### config.mk
export PLATFORM = sky130hd
export DESIGN_NAME = layer_sequencer
export DESIGN_NICKNAME = d
export VERILOG_FILES = /design/src/rtl/layer_sequencer_pkg.sv /design/src/rtl/layer_sequencer_done_collector.sv /design/src/rtl/layer_sequencer.sv
export SDC_FILE = /design/constraint.sdc
export NUM_CORES = 1
export LEC_CHECK = 0
export ABC_AREA = 1
export CAP_MARGIN = 0
export CORE_MARGIN = 8
export CORE_UTILIZATION = 29
export CTS_CLUSTER_SIZE = 30
export DETAILED_ROUTE_END_ITERATION = 8
export GPL_ROUTABILITY_DRIVEN = 0
export GPL_TIMING_DRIVEN = 0
export PLACE_DENSITY = 0.59
export SLEW_MARGIN = 20
export SYNTH_ARGS = -nofsm -noshare
export SYNTH_HDL_FRONTEND = slang
export SYNTH_SLANG_ARGS = --single-unit
export TNS_END_PERCENT = 5
### constraint.sdc
create_clock -name clk -period 1.5 [get_ports clk]
set_input_delay 0.3 -clock clk [delete_from_list [all_inputs] [get_ports clk]]
set_output_delay 0.3 -clock clk [all_outputs]
set_load 0.005 [all_outputs]
### src/rtl/layer_sequencer_pkg.sv
// Shared definitions for the layer sequencer: FSM state encodings and a
// counter-width helper used to size the layer and timeout counters.
package layer_sequencer_pkg;

    localparam logic [1:0] ST_IDLE  = 2'd0;
    localparam logic [1:0] ST_ISSUE = 2'd1;
    localparam logic [1:0] ST_WAIT  = 2'd2;
    localparam logic [1:0] ST_FAULT = 2'd3;

    // Minimum one bit even when the count collapses to a single value.
    function automatic int cnt_width(input int n);
        if (n <= 1) begin
            return 1;
        end else begin
            return $clog2(n);
        end
    endfunction

endpackage

### src/rtl/layer_sequencer_done_collector.sv
// Sticky per-unit done capture with synchronous clear; reports layer completion
// including dones arriving in the current cycle, and the still-missing units.
module layer_sequencer_done_collector #(
    parameter int NUM_UNITS = 4
) (
    input  logic                 clk,
    input  logic                 rstn,
    input  logic                 clr,
    input  logic                 en,
    input  logic [NUM_UNITS-1:0] dones,
    output logic                 all_captured,
    output logic [NUM_UNITS-1:0] missing
);

    logic [NUM_UNITS-1:0] capture_r;
    logic [NUM_UNITS-1:0] merged_s;

    assign merged_s     = capture_r | dones;
    assign all_captured = &merged_s;
    assign missing      = ~merged_s;

    // Capture flags: cleared outside the wait window, OR-accumulated inside it.
    always_ff @(posedge clk or negedge rstn) begin
        if (!rstn) begin
            capture_r <= {NUM_UNITS{1'b0}};
        end else if (clr) begin
            capture_r <= {NUM_UNITS{1'b0}};
        end else if (en) begin
            capture_r <= merged_s;
        end else begin
            capture_r <= capture_r;
        end
    end

endmodule

### src/rtl/layer_sequencer.sv
// Sequences NUM_LAYERS layers over a shared array of compute units: issues a
// start pulse per layer, collects all unit dones, and flags units that time out.
module layer_sequencer
    import layer_sequencer_pkg::*;
#(
    parameter int  NUM_UNITS      = 4,
    parameter int  NUM_LAYERS     = 3,
    parameter int  TIMEOUT_CYCLES = 255,
    localparam int LW             = cnt_width(NUM_LAYERS),
    localparam int TW             = cnt_width(TIMEOUT_CYCLES)
) (
    input  logic                 clk,
    input  logic                 rstn,
    input  logic                 start,
    input  logic                 clear,
    input  logic [NUM_UNITS-1:0] unit_dones,
    output logic                 unit_start,
    output logic [LW-1:0]        layer_idx,
    output logic                 busy,
    output logic                 done,
    output logic                 error,
    output logic [NUM_UNITS-1:0] missing
);

    localparam logic [LW-1:0] LAST_LAYER = LW'(NUM_LAYERS - 1);
    localparam logic [TW-1:0] TMO_LAST   = TW'(TIMEOUT_CYCLES - 1);

    logic [1:0]           state_r;
    logic [1:0]           state_n;
    logic [LW-1:0]        layer_r;
    logic [LW-1:0]        layer_n;
    logic [TW-1:0]        tmo_r;
    logic [TW-1:0]        tmo_n;
    logic                 done_n;
    logic [NUM_UNITS-1:0] missing_r;
    logic [NUM_UNITS-1:0] missing_n;
    logic                 unit_start_r;
    logic                 busy_r;
    logic                 done_r;
    logic                 error_r;
    logic                 all_captured_s;
    logic [NUM_UNITS-1:0] missing_s;
    logic                 coll_clr_s;
    logic                 coll_en_s;

    // Every state other than WAIT leaves the flags clear, so each WAIT starts empty.
    assign coll_en_s  = (state_r == ST_WAIT);
    assign coll_clr_s = (state_r != ST_WAIT);

    layer_sequencer_done_collector #(
        .NUM_UNITS (NUM_UNITS)
    ) u_collector (
        .clk          (clk),
        .rstn         (rstn),
        .clr          (coll_clr_s),
        .en           (coll_en_s),
        .dones        (unit_dones),
        .all_captured (all_captured_s),
        .missing      (missing_s)
    );

    // Next-state, layer, timeout and fault-snapshot logic.
    always_comb begin
        state_n   = state_r;
        layer_n   = layer_r;
        tmo_n     = tmo_r;
        done_n    = 1'b0;
        missing_n = missing_r;
        case (state_r)
            ST_IDLE: begin
                if (clear) begin
                    state_n = ST_IDLE;
                end else if (start) begin
                    state_n = ST_ISSUE;
                    layer_n = {LW{1'b0}};
                end else begin
                    state_n = ST_IDLE;
                end
            end
            ST_ISSUE: begin
                if (clear) begin
                    state_n = ST_IDLE;
                    layer_n = {LW{1'b0}};
                end else begin
                    state_n = ST_WAIT;
                    tmo_n   = {TW{1'b0}};
                end
            end
            ST_WAIT: begin
                if (clear) begin
                    state_n = ST_IDLE;
                    layer_n = {LW{1'b0}};
                end else if (all_captured_s) begin
                    if (layer_r == LAST_LAYER) begin
                        state_n = ST_IDLE;
                        layer_n = {LW{1'b0}};
                        done_n  = 1'b1;
                    end else begin
                        state_n = ST_ISSUE;
                        layer_n = layer_r + LW'(1);
                    end
                end else if (tmo_r == TMO_LAST) begin
                    state_n   = ST_FAULT;
                    missing_n = missing_s;
                end else begin
                    tmo_n = tmo_r + TW'(1);
                end
            end
            ST_FAULT: begin
                if (clear) begin
                    state_n   = ST_IDLE;
                    layer_n   = {LW{1'b0}};
                    missing_n = {NUM_UNITS{1'b0}};
                end else begin
                    state_n = ST_FAULT;
                end
            end
            default: begin
                state_n   = ST_IDLE;
                layer_n   = {LW{1'b0}};
                missing_n = {NUM_UNITS{1'b0}};
            end
        endcase
    end

    // State and output registers; outputs derive from the next state so they align with it.
    always_ff @(posedge clk or negedge rstn) begin
        if (!rstn) begin
            state_r      <= ST_IDLE;
            layer_r      <= {LW{1'b0}};
            tmo_r        <= {TW{1'b0}};
            missing_r    <= {NUM_UNITS{1'b0}};
            unit_start_r <= 1'b0;
            busy_r       <= 1'b0;
            done_r       <= 1'b0;
            error_r      <= 1'b0;
        end else begin
            state_r      <= state_n;
            layer_r      <= layer_n;
            tmo_r        <= tmo_n;
            missing_r    <= missing_n;
            unit_start_r <= (state_n == ST_ISSUE);
            busy_r       <= (state_n == ST_ISSUE) || (state_n == ST_WAIT);
            done_r       <= done_n;
            error_r      <= (state_n == ST_FAULT);
        end
    end

    assign unit_start = unit_start_r;
    assign layer_idx  = layer_r;
    assign busy       = busy_r;
    assign done       = done_r;
    assign error      = error_r;
    assign missing    = missing_r;

endmodule
==> results of run 1 <==
worst paths after layout:
path,start,end,slack [ns]
worst max-delay path,tmo_r[0],busy,0.04
worst min-delay path,rstn,tmo_r[7],0.01
worst max register to register,tmo_r[0],busy,0.04
worst min register to register,missing[3],missing[3],0.49
max in group asynchronous,rstn,tmo_r[1],1.12
min in group clk,clear,done,0.26
registers in the layout (all words and copies together) (netlist names):
name and flops:
u_collector.capture_r 4, missing 4, tmo_r 8, unit_start 1
busy 1, error 1, state_r 2, layer_idx 2
done 1
layer usage:
layer | track usage | vias to the layer above | wire, µm
met2 | 0.127 | 15 | 1200
li1 | - | 548 | -
met4 | 0.0288 | 0 | 34
met1 | 0.103 | 462 | 1330
met5 | 0 | - | 0
met3 | 0.0244 | 4 | 118
power by group:
group          switching (mW)  internal (mW)
Sequential             0.0905          0.797
Clock                   0.211          0.234
Combinational           0.604          0.437
Total                   0.906           1.47
cells by family (layout without fill, tap and decap cells):
logic type / count (synthesis) / count (layout) / share of synthesized area
adders and majority gates: 3 / 3 / 0.0288
AOI/OAI and AO/OA: 13 / 13 / 0.0662
and+or+nand+nor: 99 / 99 / 0.364
xor gates and xnor gates: 4 / 4 / 0.0269
buffers and inverters: 17 / 42 / 0.0537
DFF: 24 / 24 / 0.460
worst register-to-register path: cells and delay by family (launching register included):
kind | cells | cell delay [ns]
DFF | 1 | 0.39
adders and majority gates | 2 | 0.41
buffers and inverters | 3 | 0.15
AOI/OAI and AO/OA | 1 | 0.14
and+or+nand+nor | 4 | 0.32
final cells by class:
class	count	area, µm²	share of cell area
flip-flops and latches	24	601	0.359
clock buffers	4	55.1	0.0329
plain buffers	2	11.3	0.00674
multi-input cells	119	686	0.410
well taps	52	65.1	0.0389
repair buffers	21	195	0.117
inverters	15	58.8	0.0352
placed cells by master (no fill, tap or decap), drive strengths merged:
cell | Yosys | routed
o21bai | 1 | 1
clkbuf | 1 | 5
dlymetal6s2s | 0 | 1
nor3 | 1 | 1
clkdlybuf4s50 | 0 | 14
dfrtp | 24 | 24
xnor2 | 2 | 2
nand3 | 11 | 11
nor2 | 32 | 32
o21ai | 7 | 7
buf | 1 | 7
xor2 | 2 | 2
inv | 15 | 15
nand2 | 55 | 55
a21oi | 5 | 5
ha | 3 | 3
what timing repair did:
item,CTS,global route
resized for setup,8,7
setup endpoints to repair,2,11
buffers inserted,3,2
endpoints found under the hold margin,0,0
pin swaps,8,5
==> flow_summary.json, run 1 <==
{
  "syn-num-nets": 171,
  "row_count": 24,
  "n_antenna_cell": 0,
  "via_per_inst": 4.34,
  "wirelength_um": 2680,
  "synth_cell_types": 27,
  "dp_slack_ns": -0.372,
  "grt_usage": 0.0814,
  "area_growth_syn_to_layout_pct": 28.1,
  "tns_ns": 0,
  "place_area_um2": 1530,
  "synth-main-ff-cell": "dfrtp_1",
  "fin_util": 0.384,
  "dr.pass1.iters": 4,
  "grt-ovfl-total": 0,
  "clk_pin_slew_ns": 0.09,
  "die_x_um": 83.1,
  "worst-path-buf-inv": 3,
  "num-fill-cells": 455,
  "initial_utilization": 0.300,
  "drive_above_1_share": 0.227,
  "yosys_warnings": 0,
  "clockBufferDepth": 2,
  "worst_slack_ns": 0.0383,
  "synth.top_cell.area_share": 0.460,
  "dp_hpwl_um": 1830,
  "final_cells": 237,
  "worstMarginPinSlew_ns": 0.552,
  "grt_pass1_vias": 1024,
  "outcome": "complete, no violations",
  "h-tree-depth": 1,
  "max_cap_violations": 0,
  "hold_buffers": 0,
  "worst_hold_slack_ns": 0.0101,
  "synthesis.area_um2": 1310,
  "power_density_nw_per_um2": 1420,
  "irDropWorstVdd_v": 0.000446,
  "cp-start-kind": "flip-flop",
  "power_leakage_nw": 0.818,
  "crit_slowest_cell": "dfrtp_1",
  "antenna_found_initial": 0,
  "grt_pass1_wl_um": 4780,
  "clk_latency_ns": 0.27,
  "min_period_ns": 1.46,
  "cts_tree": "built",
  "cts_buffers": 3,
  "crit_type": "flip-flop to flip-flop",
  "crit_path_max_fanout": 3,
  "synthesis.instances": 160,
  "slowest_delay_ns": 0.39,
  "synth_area_leaders": "dfrtp_1 46%, nand2_1 14%, nor2_1 7.8%",
  "slew_headroom": 0.632,
  "die-area_um2": 6900,
  "async_flop_share": 1.00,
  "path_depth": 10,
  "nNetsFinal": 197,
  "synth_edf_count": 0,
  "power_mw": 2.37,
  "ys_seq_area_frac": 0.460,
  "grt_max_degree": 25,
  "syn_area_per_cell_um2": 8.16,
  "hp-class": "primary input to async pin",
  "fmaxAchievable_ghz": 0.684,
  "critPathTopFamily": "adder cells",
  "rsz0062_at_grt": "yes",
  "clkSinkCount": 24,
  "finalSetupViolations": 0,
  "fin_crit_sh": 0.974,
  "drtAntennaViolNets": 0,
  "slew_viol_final": 0,
  "end_kind": "flip-flop",
  "port_buffers": 16,
  "wl_per_cell_um": 11.3,
  "drt_iter0_drc": 48,
  "remaining_drc_errors": 0,
  "worstPathArrival_ns": 1.68,
  "crit_required_ns": 1.72,
  "rr_worst_depth": 10,
  "ios": 18,
  "skew_ns": 0.00543,
  "coreArea_um2": 4350,
  "ys_top_cells_by_count": "49 x nand2_1, 27 x nor2_1, 24 x dfrtp_1, 11 x inv_1, 8 x nand3_1",
  "placed_cells": 228,
  "finalHoldViolations": 0,
  "design_area_um2": 1670,
  "dr_total_vias": 1029,
  "crit_path_cell_trace": "inv_1, ha_2, inv_2, nor2_4, nand2_4, nand3_2, nand3_2, a21oi_2, ha_1, inv_1",
  "root_buffer": "clkbuf_8",
  "fp.dieH_um": 83.1,
  "yosysMostFrequentCell": "nand2_1",
  "yosys.area.top_type": "dfrtp_1",
  "synth-seq-cells": 24
}
No activity file was read; power rests on OpenSTA's default activity.
==> run 2, diff against run 1 <==
- CORE_MARGIN: 8 -> default
==> run 2 against run 1 <==
Effect of this change:
- sequential share of layout area down 0.79 points
- sequential cell count is the same
- wire length decreased by 2.5%
- final cell count increased by 0.84%
- highest routed layer unchanged
- cell area rose by 2.2%
- worst setup slack got worse by 0.019 ns
- critical path depth is 1 lower
- count of clock-buffer cells in the layout shrank 1
- utilization grew 0.86 points
- power rose by 6.7%
- first-iteration DRC count is the same
==> flow_summary.json, run 2 (synthesis results as in run 1) <==
{
  "grt-ovfl-total": 0,
  "drive_above_1_share": 0.246,
  "endpoint": "busy",
  "die-area_um2": 4770,
  "slew_viol_final": 0,
  "grt_max_degree": 25,
  "p_clk_frac": 0.228,
  "place_area_um2": 1530,
  "remaining_drc_errors": 0,
  "grt_pass1_wl_um": 4470,
  "power_density_nw_per_um2": 1480,
  "area_growth_syn_to_layout_pct": 31.0,
  "row_count": 24,
  "dr_total_vias": 1069,
  "ff2ff_setup_slack_ns": 0.04,
  "num-fill-cells": 449,
  "r2r-start": "tmo_r[0]",
  "antenna_found_initial": 0,
  "grt_pass1_vias": 1009,
  "regMostFlops": "tmo_r",
  "worst_hold_slack_ns": 0.00540,
  "reg2reg_to": "busy",
  "fmaxAchievable_ghz": 0.676,
  "pwr-share-comb": 0.421,
  "coreArea_um2": 4350,
  "swShare": 0.364,
  "initial_utilization": 0.300,
  "final_cells": 239,
  "wl_per_cell_um": 10.9,
  "worstMarginPinSlew_ns": 0.546,
  "crit_path_frequent_cell": "nand3_2",
  "n_antenna_cell": 0,
  "final_cell_mix": "48 x nand2_1, 24 x dfrtp_1, 22 x nor2_1, 12 x clkdlybuf4s50_1, 10 x inv_1",
  "cts_tree": "built",
  "grt_usage": 0.115,
  "nNetsFinal": 199,
  "fin_crit_sh": 0.987,
  "max_cap_violations": 0,
  "clk_pin_slew_ns": 0.09,
  "wl_met1_um": 1280,
  "power_leakage_nw": 0.865,
  "worstPathArrival_ns": 1.70,
  "wl_met2_um": 1220,
  "rr_worst_depth": 10,
  "dr.max_layer_used": "met4",
  "skew_ns": 0.00417,
  "cts_buffers": 3,
  "slew_headroom": 0.636,
  "slowest_delay_ns": 0.47,
  "route.met3.wl_um": 88,
  "pwr-share-seq": 0.351,
  "fin_util": 0.393,
  "crit_path_max_fanout": 3,
  "internal-power_mw": 1.61,
  "crit_required_ns": 1.72,
  "die_x_um": 69.1,
  "hp-class": "primary input to async pin",
  "power_mw": 2.53,
  "root_buffer": "clkbuf_8",
  "finalSetupViolations": 0,
  "cp-start-kind": "primary input",
  "outcome": "complete, no violations",
  "worst-path-buf-inv": 2,
  "crit_path_cell_trace": "clkdlybuf4s50_1, nor2_2, nor2_4, nand2_2, nand3_2, nand3_2, a21oi_2, ha_1, inv_1",
  "drt_iter0_drc": 48,
  "crit_slowest_cell": "clkdlybuf4s50_1",
  "layout_commonest_cell": "nand2_1",
  "via_per_inst": 4.47,
  "drtAntennaViolNets": 0,
  "min_period_ns": 1.48,
  "rsz0062_at_grt": "yes",
  "crit_type": "primary input to flip-flop",
  "p_sw_mw": 0.923,
  "finalHoldViolations": 0,
  "path_depth": 9,
  "h-tree-depth": 1,
  "largest_reg_flops": 8,
  "clk_latency_ns": 0.27,
  "clockBufferDepth": 2,
  "placed_cells": 228,
  "fp.dieH_um": 69.1,
  "irDropWorstVdd_v": 0.000398,
  "crit_path_start": "unit_dones[3]",
  "dr.pass1.iters": 4,
  "clkSinkCount": 24,
  "port_buffers": 16,
  "end_kind": "flip-flop",
  "design_area_um2": 1710,
  "hold_buffers": 0,
  "wirelength_um": 2610,
  "ios": 18,
  "dp_hpwl_um": 1720,
  "critPathTopFamily": "buffers and inverters"
}
==> run 2: routing by layer <==
metal / up-vias / global-route usage
met2: 17 / 0.187
met5: - / 0
met3: 5 / 0.0234
met4: 0 / 0.0408
met1: 497 / 0.151
li1: 550 / -
==> run 2: cell type report <==
class,count,area [µm²],share of cell area
plain buffers,2,12.5,0.00732
inverters,15,58.8,0.0344
flip-flops and latches,24,601,0.351
well taps,52,65.1,0.0381
clock inverters,1,30.0,0.0176
repair buffers,23,215,0.126
clock buffers,3,41.3,0.0242
multi-input cells,119,686,0.401
==> run 2: what timing repair did <==
item                                    CTS  global route
buffers inserted                          3             4
endpoints found under the setup margin    3            15
gates cloned                              0             0
gates resized for setup                   7            13
pin swaps                                 6             6
==> run 2: metrics by stage <==
| stage | setup slack [ns] | TNS (ns) |
|---|---|---|
| after global placement | -0.402 | -8.01 |
| after detailed placement | -0.420 | -2.81 |
| after CTS | -0.0176 | -0.0176 |
| after global routing | -0.0757 | -0.281 |
| final | 0.0198 | 0 |
| after floorplan | 0.00577 | 0 |
==> run 2: power groups by stage <==
stage / sequential, mW / combinational [mW] / clock, mW
6_report: 0.889 / 1.07 / 0.577
5_1_grt: 0.906 / 1.19 / 0.620
4_1_cts: 0.884 / 1.03 / 0.591
3_5_place_dp: 0.910 / 0.948 / 0
3_3_place_gp: 0.908 / 0.942 / 0
2_1_floorplan: 0.911 / 0.609 / 0
==> run 2: how the worst min path moves through the flow <==
stage	end	slack, ns	cells after the start
6_report	tmo_r[5]	0.005	1
5_1_grt	missing[1]	0.05	1
4_1_cts	missing[1]	0.03	1
3_5_place_dp	tmo_r[5]	0.33	1
3_3_place_gp	missing[3]	0.47	2
2_1_floorplan	busy	0.004	0
==> patch: new RTL, config.mk and constraints of run 2 <==
`NUM_UNITS` is set to 4 in 2 places; all go to 2.
--- a/src/rtl/layer_sequencer_done_collector.sv
+++ b/src/rtl/layer_sequencer_done_collector.sv
@@ -1,7 +1,7 @@
 // Sticky per-unit done capture with synchronous clear; reports layer completion
 // including dones arriving in the current cycle, and the still-missing units.
 module layer_sequencer_done_collector #(
-    parameter int NUM_UNITS = 4
+    parameter int NUM_UNITS = 2
 ) (
     input  logic                 clk,
     input  logic                 rstn,
--- a/src/rtl/layer_sequencer.sv
+++ b/src/rtl/layer_sequencer.sv
@@ -3,7 +3,7 @@
 module layer_sequencer
     import layer_sequencer_pkg::*;
 #(
-    parameter int  NUM_UNITS      = 4,
+    parameter int  NUM_UNITS      = 2,
     parameter int  NUM_LAYERS     = 3,
     parameter int  TIMEOUT_CYCLES = 255,
     localparam int LW             = cnt_width(NUM_LAYERS),
Interface: changed (resized missing and unit_dones); port bits go from 18 to 14. The function was not compared with the original's and may differ.
==> patch against run 2 <==
- final area fell by 13%
- sequential cell count fell by 4
- wire length fell by 11%
- worst setup slack got worse by 10 ps
- die area fell by 12%
- area after synthesis fell by 13%
- highest routed layer unchanged
- cell count fell by 5.4%
- global-route usage rose by 1.2 points
Power is not compared: it rests on default switching activity, and its combinational part moved more than twofold at a synthesized area within 25%.
==> patch: results (changes against run 2) <==
Synth Area in Compound Gates - 5.05% (was 6.62%)
WL per Instance - 10.3 um (was 10.9 um)
fraction of layout cells with a size suffix above 1 - 18.5% (was 24.6%)
Post-synth EDFFs - 0 (unchanged)
CTS Buf Count - 3 (unchanged)
critical path peak fanout - 2 (was 3)
Post-Place Setup Slack - -308 ps (was -420 ps)
status - finished, final reports clean (unchanged)
first-pass GRT wire length - 4.02 mm (was 4.47 mm)
sequential share of the synthesized area - 43.9% (was 46.0%)
drt initial violations - 51 (was 48)
ys async rst share - 100% (unchanged)
hold slack - 497 ps (was 5.40 ps)
Synth Area in XOR/XNOR - 0.768% (was 2.68%)
largest net degree at the start of global routing - 21 (was 25)
Hold WC Path Type - reg2reg (was in2async)
vias in the first global route - 886 (was 1009)
PortBufs - 13 (was 16)
R2R Setup Slk - 9 ps (was 40 ps)
relative max-transition margin - 39.7% (was 63.6%)
P_leak - 0.000709 uW
clock skew - 5.13 ps (was 4.17 ps)
post-synth cell types - 19 (was 27)
Area contributors post-synth - dfrtp_1 (44%), nand2_1 (19%), nor2_1 (6.6%) (was dfrtp_1 (46%), nand2_1 (14%), nor2_1 (7.8%))
DR vias - 1001 (was 1069)
post-synth net total - 165 (was 171)
GRT Total Usage - 12.7% (was 11.5%)
adder-cell share of the synthesized area - 4.39% (was 2.88%)
R2R cell count - 10 (unchanged)
PnR worst setup slack - 9.46 ps (was 19.8 ps)
total power - 1680 uW
1st-pass router iterations - 4 (unchanged)
commonest cells in the netlist - nand2_1 (59), dfrtp_1 (20), nor2_1 (20) (was nand2_1 (49), nor2_1 (27), dfrtp_1 (24))
nets - 189 (was 199)
dpl hpwl - 1.61 mm (was 1.72 mm)
[patch: changes by cell type after synthesis, moves of 2 or more]
cell | before | now
dfrtp_1 | 24 | 20
inv_1 | 11 | 16
nand2_1 | 49 | 59
nor2_1 | 27 | 20
nor2_2 | 3 | 0
xor2_1 | 2 | 0
[patch: timing repair]
item / in CTS / in global routing
buffers inserted: 5 / 1
pin swaps: 5 / 3
resized for setup: 6 / 5
endpoints found under the setup margin: 4 / 10
[patch: path summary, 6_finish.rpt]
path                                 to  startpoint
max reg2reg                        busy    tmo_r[0]
min reg2reg                  missing[0]  missing[0]
max                                busy    tmo_r[0]
max in group asynchronous      tmo_r[2]        rstn
min in group asynchronous  layer_idx[1]        rstn
min                          missing[0]  missing[0]
[patch: through the flow]
step | instances | TNS [ps] | instance area [sq um]
floorplan | 155 | 0 | 1140
global placement | 216 | -2180 | 1330
detailed placement | 216 | -2250 | 1330
CTS | 225 | -13.8 | 1460
global route | 226 | -179 | 1480
finish | 226 | 0 | 1480
[patch: logic make-up (layout without fill, tap and decap cells)]
logic type      after synthesis  in the layout
compound gates               10             10
xor+xnor                      1              1
fa+ha+maj                     4              4
buf+inv                      20             43
flops                        20             20
simple gates                100            100
[patch: critical path, stage by stage, from the launching register on]
cell and delay [ps]:
dfrtp_1 400, inv_2 80, ha_4 130, nand2_2 50, nor2_2 90, nand2_2 70, nand2_1 80, nand3_2 60
a21oi_2 190, ha_1 250, inv_1 50
[patch: final cells by class]
cell class / instances / area [sq um]
fillers: 392 / 2230
well taps: 48 / 60.1
clock inverters: 1 / 30.0
multi-input cells: 115 / 597
clock buffers: 3 / 41.3
inverters: 20 / 75.1
flip-flops and latches: 20 / 502
repair buffers: 19 / 176
[patch: power groups by stage]
stage / Sequential (uW) / Clock, uW / Combinational (uW)
2_1_floorplan: 672 / 0 / 198
5_1_grt: 671 / 590 / 523
3_5_place_dp: 679 / 0 / 340
6_report: 662 / 549 / 466
4_1_cts: 661 / 565 / 436
3_3_place_gp: 678 / 0 / 337
[patch: metal layers]
metal | vias to the layer above | part of all wire, % | global-route usage (%)
met2 | 17 | 46 | 20.0
met4 | 0 | 1.2 | 5.83
met3 | 2 | 2.2 | 2.11
li1 | 525 | - | -
met1 | 457 | 50 | 16.9
met5 | - | 0 | 0
